<file path="config.mk">
export PLATFORM = sky130hd
export DESIGN_NAME = regfile_wb_arbiter
export DESIGN_NICKNAME = d
export VERILOG_FILES = /design/src/rtl/regfile_wb_arbiter.sv
export SDC_FILE = /design/constraint.sdc
export NUM_CORES = 1
export LEC_CHECK = 0
export BUFFER_PORTS_ARGS = -buffer_cell sky130_fd_sc_hd__buf_2
export CORE_MARGIN = 4
export CORE_UTILIZATION = 30
export CTS_CLUSTER_SIZE = 8
export DETAILED_ROUTE_END_ITERATION = 8
export PLACE_DENSITY = 0.56
export REMOVE_ABC_BUFFERS = 1
export SYNTH_ARGS = -nofsm -noshare
export SYNTH_HDL_FRONTEND = slang
export SYNTH_SLANG_ARGS = --single-unit
</file>
<file path="constraint.sdc">
create_clock -name clock -period 4 [get_ports clock]
set_clock_uncertainty 0.05 [all_clocks]
set_input_delay 0.6 -clock clock [delete_from_list [all_inputs] [get_ports clock]]
set_output_delay 0.6 -clock clock [all_outputs]
set_load 0.01 [all_outputs]
</file>
<file path="src/rtl/regfile_wb_arbiter.sv">
// Round-robin arbiter that shares the register file's single write port among writeback sources.
// It also keeps a busy scoreboard of pending destinations and flags RAW hazards for the issuing instruction.
module regfile_wb_arbiter #(
    parameter int NUM_REQ    = 3,
    parameter int DATA_WIDTH = 32,
    parameter int ADDR_WIDTH = 5
) (
    input  logic                            clock,
    input  logic                            reset,
    input  logic [NUM_REQ-1:0]              req_valid,
    input  logic [NUM_REQ*ADDR_WIDTH-1:0]   req_rd,
    input  logic [NUM_REQ*DATA_WIDTH-1:0]   req_data,
    output logic [NUM_REQ-1:0]              req_ready,
    input  logic                            issue_valid,
    input  logic [ADDR_WIDTH-1:0]           issue_rd,
    input  logic [ADDR_WIDTH-1:0]           issue_rs1,
    input  logic [ADDR_WIDTH-1:0]           issue_rs2,
    output logic                            hazard,
    output logic [(2**ADDR_WIDTH)-1:0]      busy,
    output logic [ADDR_WIDTH-1:0]           writeReg,
    output logic [DATA_WIDTH-1:0]           writeData,
    output logic                            regWrite
);

    localparam int PTR_W = $clog2(NUM_REQ);

    logic [PTR_W-1:0]            rrPtr;
    logic [PTR_W-1:0]            scanIdx;
    logic [PTR_W-1:0]            grantIdx;
    logic                        found;
    logic [NUM_REQ-1:0]          grant;
    logic                        transfer;
    logic [ADDR_WIDTH-1:0]       selRd;
    logic [DATA_WIDTH-1:0]       selData;
    logic [(2**ADDR_WIDTH)-1:0]  busyReg;
    logic [(2**ADDR_WIDTH)-1:0]  busyNext;

    // Scan from rrPtr upward with wraparound; the first valid requester wins.
    always_comb begin
        grant    = '0;
        grantIdx = '0;
        scanIdx  = '0;
        found    = 1'b0;
        if (!reset) begin
            for (int k = 0; k < NUM_REQ; k++) begin
                scanIdx = PTR_W'((int'(rrPtr) + k) % NUM_REQ);
                if (!found && req_valid[scanIdx]) begin
                    found           = 1'b1;
                    grant[scanIdx]  = 1'b1;
                    grantIdx        = scanIdx;
                end
            end
        end
    end

    assign req_ready = grant;
    assign transfer  = found;

    always_comb begin
        selRd   = '0;
        selData = '0;
        for (int i = 0; i < NUM_REQ; i++) begin
            if (grant[i]) begin
                selRd   = req_rd[i*ADDR_WIDTH +: ADDR_WIDTH];
                selData = req_data[i*DATA_WIDTH +: DATA_WIDTH];
            end
        end
    end

    always_ff @(posedge clock) begin
        if (reset) begin
            regWrite  <= 1'b0;
            writeReg  <= '0;
            writeData <= '0;
            rrPtr     <= '0;
        end else if (transfer) begin
            rrPtr     <= (grantIdx == PTR_W'(NUM_REQ - 1)) ? '0 : grantIdx + PTR_W'(1);
            writeReg  <= selRd;
            writeData <= selData;
            regWrite  <= (selRd != '0);
        end else begin
            regWrite  <= 1'b0;
        end
    end

    // Clear first so a same-edge issue to the same register keeps it busy.
    always_comb begin
        busyNext = busyReg;
        if (transfer && selRd != '0)
            busyNext[selRd] = 1'b0;
        if (issue_valid && issue_rd != '0)
            busyNext[issue_rd] = 1'b1;
        busyNext[0] = 1'b0;
    end

    always_ff @(posedge clock) begin
        if (reset)
            busyReg <= '0;
        else
            busyReg <= busyNext;
    end

    assign busy   = busyReg;
    assign hazard = busyReg[issue_rs1] | busyReg[issue_rs2];

endmodule

</file>
==> results.md <==
- Status: finished clean
- Nets@finish: 833
- Vias per cell: 5.432
- Core area: 14,040 um2
- Comb power frac: 0.437
- Max frequency: 0.2746 GHz
- Synth top cells by count: 75 x nor2_1, 71 x dfxtp_1, 53 x nand2_1
- Port bufs: 204
- GRT Max-Usage Layer: met2
- Die Wd: 128.3 um
- Number of global-route vias before repair: 4,679
- Arr. time, crit path: 2.99 ns
- Diodes inserted: 0
- HPWL after detailed placement: 12,150 um
- Hold buffers post-CTS: 0
- Initial antenna violation count: 0
- Drt initial violations: 323
- Initial Util: 0.3089
- Grt total ovfl: 0
- Register share of total power: 0.293
- Yosys cell types: 46
- Met1 usage: 0.2377
- Filler cell count: 1,410
- Pwr Density: 532.6 nW/um2
- Yosys Warn Count: 0
- Switching Power: 1179 uW
- Pre-antenna DRT Iters: 6
- Boundary Pins: 206
- CP Launch Type: register
- First-pass GRT wire length: 24,760 um
- Fin crit period: 3.642 ns
- Post-synth EDFFs: 0
- Post_cts resized: 0
- Switching share of total power: 0.3851
- Fin. max-slew vios: 0
- Yosys top cell by area: dfxtp_1
- Most frequent cell after synthesis: nor2_1
- Period utilization: 0.9105
- Crit Path Max Fanout: 33
- Setup total negative slack: 0 ns
- Mapped cell area: 4338 um2
- Layout overhead on the synthesized area: 32.56%
- Die area: 16,450 um2
- Hold WC Path Type: register to register
- Critical path endpoint category: output pin
- Reg2reg setup slack: 0.54 ns
- Max VDD drop: 0.0003964 V
- Internal power: 1883 uW
- Leakage power: 0.002419 uW
- # setup viols final: 0
- Footprint of the multi-input gates: 2700 um2
- Share of cells above drive strength 1: 0.3818
- Synth Instances: 519
- FP Rows: 43
- Seq. cell area: 1421 um2
- Synth async-reset ratio: 0
- Clock latency on the worst-skew pair: 0.33 ns
- Largest net degree at the start of global routing: 40
- Area contributors post-synth: dfxtp_1 33%, mux4_2 9.3%, a221o_1 7.4%, nor2_1 6.5%, a21oi_1 5.4%
- Chip height: 128.3 um
- Drt drc: 0
- Final WL: 15,740 um
- Total CTS buffers: 9
- Post-CTS setup buffers: 0
- Seq cells post-synth: 71
- Wirelength per Cell: 17.85 um
- Relative slew margins: 0.5401
- Share of the synthesized area in the top cell type: 0.3277
- Synth Area per Inst: 8.358 um2
- Critical path class: register to output pin
- Least-Margin Pin Slew: 0.6845 ns
- Met2 Track Usage GR: 0.3160
- Clock sinks: 71
- Routed Antenna Nets: 0
- Max cap viols: 0
- Final Hold Viols: 0
- Clk network pwr share: 0.270
- CTS tree: yes
- Root buf cell: clkbuf_16
- Main synth FF type: dfxtp_1
- Gp weighted congestion: 0.8584
- Clock Pin Slew Worst Setup and Hold Paths: 0.05 ns
- Clock Tree Buf Depth: 2
- Total number of vias: 4,791
- H-tree levels: 3
- RSZ-0062 raised after global routing: no
- CP Data Required Time: 3.35 ns
- Met3 Track Usage GR: 0.04125
- Seq/Total Area, Yosys: 0.3277
- Total GRT Usage: 0.1883
- Worst hold margin: 0.3936 ns
-- worst max-delay path, cell delays in order, from the launching register on --
cell      delay, ns
dfxtp_1        0.38
inv_1          0.08
ha_1           0.52
nand2b_1       0.13
o32ai_2        0.39
a221oi_4       0.05
or2_1          0.37
inv_2          0.16
buf_4          0.34
buf_2          0.21
-- cell families after synthesis --
| logic type | synth area share |
|---|---|
| buf+inv | 0.05480 |
| mux | 0.1059 |
| flops | 0.3277 |
| other cells | 0.0008645 |
| fa+ha+maj | 0.01154 |
| simple gates | 0.2235 |
| compound gates | 0.2757 |
-- sequential cells by signal, summed over array words and instances (netlist names) --
name / flops
writeReg: 5
regWrite: 1
rrPtr: 2
busy: 31
writeData: 32
-- stage by stage --
stage	setup WS, ns	util	cells	total power (uW)	cell area [um2]
after global routing	0.1333	0.4095	882	3274	5751
after global placement	0.8291	0.3873	866	2220	5439
after CTS	0.3657	0.4095	882	3090	5751
final	0.3580	0.4095	882	3063	5751
after detailed placement	0.6486	0.3873	866	2244	5439
after floorplan	0.01251	-	475	1747	4119
-- layer usage --
metal	part of all wire	up-vias
met4	0.021	0
met5	0	-
met2	0.49	165
met3	0.057	25
li1	-	2294
met1	0.43	2307
-- layout by cell type (no fill, tap or decap), types with 6 or more instances in the layout --
cell | synthesis | final
nand3_1 | 7 | 7
nor3_1 | 31 | 31
o21ai_1 | 7 | 7
a21oi_1 | 47 | 46
clkbuf_16 | 0 | 9
nand2_1 | 53 | 53
mux4_2 | 18 | 18
a211oi_1 | 28 | 28
buf_2 | 7 | 204
nor2_1 | 75 | 75
buf_4 | 4 | 7
dfxtp_1 | 71 | 71
o21ai_0 | 32 | 32
nand3b_1 | 6 | 6
a221o_1 | 32 | 32
-- power by group through the flow --
| stage | clock, uW | combinational, uW | sequential [uW] |
|---|---|---|---|
| after CTS | 854 | 1340 | 897 |
| final | 828 | 1340 | 896 |
| after floorplan | 0 | 786 | 961 |
| after detailed placement | 0 | 1330 | 911 |
| after global routing | 883 | 1480 | 912 |
| after global placement | 0 | 1320 | 905 |
-- cell type report --
cell class	instances	share of cell area
clock buffer	14	0.04765
clock inverter	2	0.006527
inverter	5	0.003264
multi-input combinational	399	0.4695
sequential	71	0.2472
tap	180	0.03916
timing repair buffer	211	0.1867
-- worst paths after layout --
check / startpoint / to / cells after the start
setup / recovery: rrPtr[0] / req_ready[2] / 9
hold / removal: writeData[22] / writeData[22] / 2
setup reg to reg: rrPtr[0] / busy[16] / 11
hold reg to reg: writeData[22] / writeData[22] / 2
No activity file was read; power rests on OpenSTA's default activity.
